`src/rtl/store_drain_ctrl_pkg.sv`:
```
// Shared types and default sizing for the store-buffer drain controller.
package store_drain_ctrl_pkg;

  localparam int SDC_ADDR_W  = 16;
  localparam int SDC_DATA_W  = 16;
  localparam int SDC_TIMEOUT = 64;
  localparam int SDC_CNT_W   = 16;

  typedef enum logic [1:0] {
    ST_IDLE = 2'd0,
    ST_REQ  = 2'd1,
    ST_WAIT = 2'd2,
    ST_POP  = 2'd3
  } drain_state_e;

endpackage

```
`src/rtl/store_drain_ctrl.sv`:
```
// Drains the retired store-buffer head into the L1-D write port (req/gnt/done), one pop per write.
// Best case 3 cycles per store; holds req with stable addr/data until gnt, reissues after TIMEOUT idle WAIT cycles.
module store_drain_ctrl
  import store_drain_ctrl_pkg::*;
#(
  parameter int ADDR_W  = SDC_ADDR_W,
  parameter int DATA_W  = SDC_DATA_W,
  parameter int TIMEOUT = SDC_TIMEOUT,
  parameter int CNT_W   = SDC_CNT_W
) (
  input  logic              CLK,
  input  logic              RST,
  input  logic              head_valid,
  input  logic [ADDR_W-1:0] head_addr,
  input  logic [DATA_W-1:0] head_data,
  input  logic              hold,
  output logic              pop_head,
  output logic              dc_wr_req,
  output logic [ADDR_W-1:0] dc_wr_addr,
  output logic [DATA_W-1:0] dc_wr_data,
  input  logic              dc_wr_gnt,
  input  logic              dc_wr_done,
  output logic              drain_idle,
  output logic [CNT_W-1:0]  store_count,
  output logic [CNT_W-1:0]  retry_count
);

  localparam int TMR_W = (TIMEOUT > 1) ? $clog2(TIMEOUT) : 1;
  localparam logic [TMR_W-1:0] TMR_LAST = TMR_W'(TIMEOUT - 1);

  drain_state_e      state_q;
  logic              pop_q;
  logic              req_q;
  logic              idle_q;
  logic [ADDR_W-1:0] addr_q;
  logic [DATA_W-1:0] data_q;
  logic [CNT_W-1:0]  store_cnt_q;
  logic [CNT_W-1:0]  retry_cnt_q;
  logic [TMR_W-1:0]  timer_q;

  // Every output is a register updated alongside the state, so no input reaches an output combinationally.
  always_ff @(posedge CLK) begin
    if (RST) begin
      state_q     <= ST_IDLE;
      pop_q       <= 1'b0;
      req_q       <= 1'b0;
      idle_q      <= 1'b1;
      addr_q      <= '0;
      data_q      <= '0;
      store_cnt_q <= '0;
      retry_cnt_q <= '0;
      timer_q     <= '0;
    end else begin
      pop_q <= 1'b0;
      case (state_q)
        ST_IDLE: begin
          if (head_valid && !hold) begin
            addr_q  <= head_addr;
            data_q  <= head_data;
            req_q   <= 1'b1;
            idle_q  <= 1'b0;
            state_q <= ST_REQ;
          end
        end
        ST_REQ: begin
          if (dc_wr_gnt) begin
            req_q <= 1'b0;
            if (dc_wr_done) begin
              pop_q       <= 1'b1;
              store_cnt_q <= store_cnt_q + 1'b1;
              state_q     <= ST_POP;
            end else begin
              timer_q <= '0;
              state_q <= ST_WAIT;
            end
          end
        end
        ST_WAIT: begin
          // done beats a coincident timeout: the write finished, so no reissue.
          if (dc_wr_done) begin
            pop_q       <= 1'b1;
            store_cnt_q <= store_cnt_q + 1'b1;
            state_q     <= ST_POP;
          end else if (timer_q == TMR_LAST) begin
            req_q   <= 1'b1;
            state_q <= ST_REQ;
            if (~&retry_cnt_q) retry_cnt_q <= retry_cnt_q + 1'b1;
          end else begin
            timer_q <= timer_q + 1'b1;
          end
        end
        ST_POP: begin
          // Head is stale this cycle; always pass through IDLE before the next issue.
          idle_q  <= 1'b1;
          state_q <= ST_IDLE;
        end
        default: begin
          req_q   <= 1'b0;
          idle_q  <= 1'b1;
          state_q <= ST_IDLE;
        end
      endcase
    end
  end

  assign pop_head    = pop_q;
  assign dc_wr_req   = req_q;
  assign dc_wr_addr  = addr_q;
  assign dc_wr_data  = data_q;
  assign drain_idle  = idle_q;
  assign store_count = store_cnt_q;
  assign retry_count = retry_cnt_q;

endmodule

```
`config.mk`:
```
export PLATFORM = sky130hd
export DESIGN_NAME = store_drain_ctrl
export DESIGN_NICKNAME = d
export VERILOG_FILES = /design/src/rtl/store_drain_ctrl_pkg.sv /design/src/rtl/store_drain_ctrl.sv
export SDC_FILE = /design/constraint.sdc
export NUM_CORES = 1
export LEC_CHECK = 0
export CORE_MARGIN = 2
export CORE_UTILIZATION = 50
export CTS_CLUSTER_SIZE = 28
export DETAILED_ROUTE_END_ITERATION = 10
export PLACE_DENSITY = 0.85
export SYNTH_ARGS = -nofsm -noshare
export SYNTH_HDL_FRONTEND = slang
export SYNTH_SLANG_ARGS = --single-unit
```
`constraint.sdc`:
```
create_clock -name CLK -period 3.1 [get_ports CLK]
set_input_delay 0.62 -clock CLK [delete_from_list [all_inputs] [get_ports CLK]]
set_output_delay 0.62 -clock CLK [all_outputs]
set_load 0.01 [all_outputs]
```
==> results.json, run 1 <==
{
  "status": "completed",
  "cp_data_required_time_ns": 3.34,
  "relSlewSlack_pct": 54.7,
  "row_count": 30,
  "critical_path_arrival_ns": 2.56,
  "h-tree-depth": 3,
  "ir_drop_uv": 483,
  "cap_violations": 0,
  "ios": 105,
  "fin_cells": 595,
  "cts_sinks": 75,
  "cts.clk_slew.worst_paths_ns": 0.08,
  "worstMarginPinSlew_ns": 0.674,
  "slew_violations": 0,
  "yosys.area.top_type": "dfxtp_1",
  "cp_cell_sequence": "inv_1, ha_1, and4b_1, nand4_2, nor4_1, mux2_2",
  "die_w_um": 86.9,
  "initial_core_util_pct": 51.2,
  "leakage_uw": 0.00160,
  "track_usage_pct": 23.1,
  "grt_pass1_wl_um": 14000,
  "overflow": 0,
  "crit_family": "simple AND/OR/NAND/NOR gates",
  "core-area_um2": 6720,
  "async_flop_share_pct": 0,
  "synth_top_area_share_pct": 43.7,
  "yosysWarnings": 0,
  "postCtsSetupBuffers": 0,
  "cts_resized": 0,
  "synthCells": 414,
  "cp-end-kind": "flop",
  "timing.hold.ws_ns": 0.455,
  "postCtsHoldBufs": 0,
  "grt_max_degree": 39,
  "num_antenna_cells": 0,
  "cts_buffers": 9,
  "fill_cells": 519,
  "synth.net_count": 460,
  "die-area_um2": 7550,
  "first_iter_violations": 156,
  "clk_latency_ns": 0.35,
  "numPortBuffers": 104,
  "gp_congestion": 0.904,
  "clock_path_buffers": 2,
  "path_buf_inv": 1,
  "period_share_pct": 74.9,
  "ys_ff_latch": 75,
  "synth_area_um2": 3440,
  "fin_crit_ns": 2.32,
  "max_stage_delay_ns": 0.47,
  "dr.pass1.iters": 4,
  "startpoint_type": "flop",
  "dpl.cell_count": 580,
  "worstPathMaxFanout": 14,
  "synth_cell_types": 56,
  "cts_tree": "built",
  "hpwl_um": 6210,
  "utilization_pct": 70.5,
  "post_drt_wl_per_cell_um": 14.8,
  "power_per_cell_area_nw_per_um2": 540,
  "fp.dieH_um": 86.9,
  "cts_root_buf": "clkbuf_8",
  "synth-edff-count": 0,
  "cp_slowest_cell": "ha_1",
  "ys_seq_area_share_pct": 43.7,
  "skew_ns": 0.0116,
  "wl_um": 8820,
  "vias_per_cell": 5.64,
  "ys.flop_type": "dfxtp_1",
  "synthToLayoutAreaGrowth_pct": 37.8,
  "critical_path_class": "flop to flop",
  "grt_pass1_vias": 3058,
  "vias": 3358,
  "layout-drive-gt1-share_pct": 7.57,
  "fin_nets": 557,
  "avgSynthCellArea_um2": 8.30,
  "antenna_found_initial": 0,
  "rsz0062_at_grt": "false",
  "finalSetupViolCount": 0,
  "ant_nets": 0,
  "timing.fmax_mhz": 431,
  "timing.setup.tns_ns": 0,
  "finalHoldViolCount": 0,
  "hold_path_class": "flop to flop",
  "drc": 0,
  "ys_top_cells_by_area": "dfxtp_1 44%, nand2_1 9.3%, a21oi_1 7.9%, ha_1 2.9%, or4_1 2.6%"
}
==> worst min-delay path, cell delays in order, from the launching register on <==
cell and delay, ns:
dfxtp_1 0.31, nand2_1 0.05, a21oi_1 0.05
==> through the flow <==
step                      instance area [um^2]  worst slack [ns]  power (uW)
after global routing                      4740             0.612        2680
after global placement                    4500             0.728        1660
after detailed placement                  4500             0.679        1680
after CTS                                 4740             0.832        2570
after floorplan                           3440              1.18        1430
final                                     4740             0.777        2560
==> cell usage after synthesis, types with 3 or more instances <==
library cell,instances
a211oi_1,7
a21oi_1,54
a31oi_1,3
and3_1,3
clkbuf_1,16
dfxtp_1,75
ha_1,8
inv_1,12
nand2_1,85
nand3_1,16
nand4_1,12
nor2_1,14
nor2b_1,5
nor3_1,6
nor4_1,4
o21ai_0,9
o31ai_1,11
or2_2,5
or3_1,4
or4_1,12
xor2_1,8
==> area by class of cell <==
type                    instances  area, um^2  area share [%]
inverters                      13        48.8            1.03
clock buffers                   9         124            2.61
multi-input cells             305        1790            37.8
repair buffers                107        1060            22.3
well taps                      80         100            2.11
clock inverters                 6         115            2.43
flip-flops and latches         75        1500            31.7
==> registers in the layout (all words and copies together), names as in the netlist <==
register	cells
dc_wr_req	1
dc_wr_addr	16
state_q	2
store_count	16
pop_head	1
drain_idle	1
retry_count	16
timer_q	6
dc_wr_data	16
==> report_power, final <==
group          leakage (uW)  total, uW  internal, uW  switching [uW]
sequential         0.000608       1080          1030            48.2
combinational      0.000878        578           266             312
clock              0.000115        899           533             366
==> layout by cell type (no fill, tap or decap), drive strengths merged, types with 4 or more instances in the layout <==
master	instances
and4	4
clkbuf	9
nor2	14
nor2b	5
or2	5
dfxtp	75
xor2	8
or3	5
ha	8
clkdlybuf4s50	103
nand2	85
nor3	6
nor4	5
inv	12
or4	12
o21ai	9
nand4	15
a211oi	7
o31ai	11
nand3	17
a21oi	54
buf	4
==> path summary, 6_finish.rpt <==
path	startpoint	end	slack, ns	cells past startpoint
hold / removal	dc_wr_addr[12]$_SDFFE_PP0P_	dc_wr_addr[12]$_SDFFE_PP0P_	0.45	2
hold reg to reg	dc_wr_addr[12]$_SDFFE_PP0P_	dc_wr_addr[12]$_SDFFE_PP0P_	0.45	2
setup / recovery	state_q[0]$_SDFFE_PP0P_	retry_count[11]$_SDFFE_PP0P_	0.78	6
setup reg to reg	state_q[0]$_SDFFE_PP0P_	retry_count[11]$_SDFFE_PP0P_	0.78	6
==> kinds of logic (layout without fill, tap and decap cells) <==
group / count (synthesis) / after routing / synth area share (%)
buffers and inverters: 34 / 135 / 4.33
DFF: 75 / 75 / 43.7
and+or+nand+nor: 185 / 185 / 28.0
AOI/OAI and AO/OA: 100 / 100 / 17.6
adders and majority gates: 8 / 8 / 2.91
xor gates and xnor gates: 8 / 8 / 2.04
muxes: 4 / 4 / 1.38
==> routing by layer <==
layer	track usage, %	vias up	share of wire [%]
met5	0	-	0
met4	8.52	0	1.8
met1	30.2	1551	45
met3	5.21	15	6.4
li1	-	1679	-
met2	37.5	113	47
(Power assumes the default switching activity.)
==> run 2: changes to the inputs <==
--- a/config.mk
+++ b/config.mk
@@ -6,10 +6,10 @@
 export NUM_CORES = 1
 export LEC_CHECK = 0
 export CORE_MARGIN = 2
-export CORE_UTILIZATION = 50
+export CORE_UTILIZATION = 47
 export CTS_CLUSTER_SIZE = 28
 export DETAILED_ROUTE_END_ITERATION = 10
-export PLACE_DENSITY = 0.85
+export PLACE_DENSITY = 0.8
 export SYNTH_ARGS = -nofsm -noshare
 export SYNTH_HDL_FRONTEND = slang
 export SYNTH_SLANG_ARGS = --single-unit
==> constraint.sdc (replaced) <==
create_clock -name CLK -period 2.25 [get_ports CLK]
set_input_delay 0.45 -clock CLK [delete_from_list [all_inputs] [get_ports CLK]]
set_output_delay 0.45 -clock CLK [all_outputs]
set_load 0.01 [all_outputs]
==> results.json, run 2 (synthesized netlist as in run 1, its figures left out) <==
{
  "status": "completed",
  "rrSetupSlack_ns": 0.13,
  "wl_um": 8490,
  "clk_latency_ns": 0.34,
  "min_from": "dc_wr_addr[4]$_SDFFE_PP0P_",
  "utilization_pct": 67.2,
  "p_total_uw": 3440,
  "dpl.cell_count": 609,
  "finalSetupViolCount": 0,
  "cp_cell_sequence": "inv_1, ha_1, mux2_4, nand4_4, or4_1, a21oi_1",
  "cts_sinks": 75,
  "rsz0062_at_grt": "false",
  "worstReg2RegEnd": "store_count[9]$_SDFFE_PP0P_",
  "startpoint_type": "flop",
  "worstPathMaxFanout": 14,
  "worst_r2r_path_depth": 6,
  "finalHoldViolCount": 0,
  "cp_data_required_time_ns": 2.52,
  "die-area_um2": 8010,
  "relSlewSlack_pct": 56.2,
  "postCtsHoldBufs": 0,
  "grt_pass1_wl_um": 13100,
  "antenna_found_initial": 0,
  "row_count": 31,
  "crit-reg2reg-launch": "state_q[1]$_SDFFE_PP0P_",
  "period_share_pct": 94.2,
  "vias": 3374,
  "layout_commonest_cell": "clkdlybuf4s50_1",
  "worstMarginPinSlew_ns": 0.658,
  "core-area_um2": 7180,
  "min_to": "dc_wr_addr[4]$_SDFFE_PP0P_",
  "power_per_cell_area_nw_per_um2": 713,
  "whs_path_depth": 2,
  "grt_pass1_vias": 2965,
  "layout-drive-gt1-share_pct": 9.51,
  "cts_tree": "built",
  "cts_resized": 0,
  "cts_root_buf": "clkbuf_8",
  "path_buf_inv": 1,
  "crit_family": "simple AND/OR/NAND/NOR gates",
  "critical_path_arrival_ns": 2.39,
  "initial_core_util_pct": 47.9,
  "hold_path_class": "flop to flop",
  "dp_slack_ns": 0.0400,
  "first_iter_violations": 215,
  "cts_buffers": 9,
  "timing.setup.tns_ns": 0,
  "max_stage_delay_ns": 0.55,
  "ios": 105,
  "gp_congestion": 0.821,
  "cts.clk_slew.worst_paths_ns": 0.08,
  "final_cell_mix": "103 x clkdlybuf4s50_1, 85 x nand2_1, 75 x dfxtp_1",
  "drc": 0,
  "track_usage_pct": 20.5,
  "die_w_um": 89.5,
  "post_drt_wl_per_cell_um": 13.6,
  "numPortBuffers": 104,
  "ant_nets": 0,
  "overflow": 0,
  "critical_path_class": "flop to flop",
  "vias_per_cell": 5.40,
  "fp.dieH_um": 89.5,
  "clock_path_buffers": 2,
  "synthToLayoutAreaGrowth_pct": 40.3,
  "grt_max_degree": 34,
  "timing.fmax_mhz": 472,
  "dr.pass1.iters": 4,
  "h-tree-depth": 3,
  "hpwl_um": 6140,
  "ir_drop_uv": 561,
  "num_antenna_cells": 0,
  "slew_violations": 0,
  "fin_nets": 567,
  "cp-end-kind": "flop",
  "skew_ns": 0.0114,
  "leakage_uw": 0.00165,
  "timing.final.ws_setup_ns": 0.131,
  "fin_crit_ns": 2.12,
  "postCtsSetupBuffers": 0,
  "cp_slowest_cell": "or4_1",
  "cap_violations": 0,
  "fin_cells": 625
}
run 2: per-layer routing:
| metal | vias up | wire length (um) | track usage (%) |
|---|---|---|---|
| met5 | - | 0 | 0 |
| met4 | 0 | 135 | 8.14 |
| met3 | 13 | 568 | 4.43 |
| met2 | 104 | 4050 | 34.9 |
| met1 | 1558 | 3730 | 25.1 |
| li1 | 1699 | - | - |
run 2: worst max path at each step:
stage | from | to | cells past startpoint
2_1_floorplan | state_q[1]$_SDFFE_PP0P_ | store_count[13]$_SDFFE_PP0P_ | 7
3_3_place_gp | dc_wr_done | store_count[9]$_SDFFE_PP0P_ | 5
3_5_place_dp | dc_wr_done | store_count[15]$_SDFFE_PP0P_ | 5
4_1_cts | state_q[1]$_SDFFE_PP0P_ | store_count[9]$_SDFFE_PP0P_ | 6
5_1_grt | state_q[1]$_SDFFE_PP0P_ | store_count[9]$_SDFFE_PP0P_ | 6
6_report | state_q[1]$_SDFFE_PP0P_ | store_count[9]$_SDFFE_PP0P_ | 6
run 2: power by group:
| group | internal, uW | total, uW | switching [uW] | leakage [uW] |
|---|---|---|---|---|
| Sequential | 1420 | 1490 | 67.1 | 0.000608 |
| Combinational | 373 | 801 | 428 | 0.000930 |
| Clock | 632 | 1150 | 513 | 0.000114 |
| Total | 2430 | 3440 | 1010 | 0.00165 |
run 2: tightest hold or removal path, cell delays in order (launching register included):
cell	delay, ns
dfxtp_1	0.31
nand2_1	0.05
a21oi_1	0.05
run 2: cell type report:
class	instances	area [um^2]
Clock buffer	9	124
Clock inverter	7	100
Fill cell	595	2350
Inverter	13	48.8
Multi-Input combinational cell	305	1790
Sequential cell	75	1500
Tap cell	99	124
Timing Repair Buffer	117	1130
run 2: through the flow:
stage	hold WS, ns	cell area, um^2
after floorplan	0.467	3440
after global placement	0.441	4600
after detailed placement	0.447	4600
after CTS	0.458	4820
after global routing	0.475	4820
final	0.455	4820
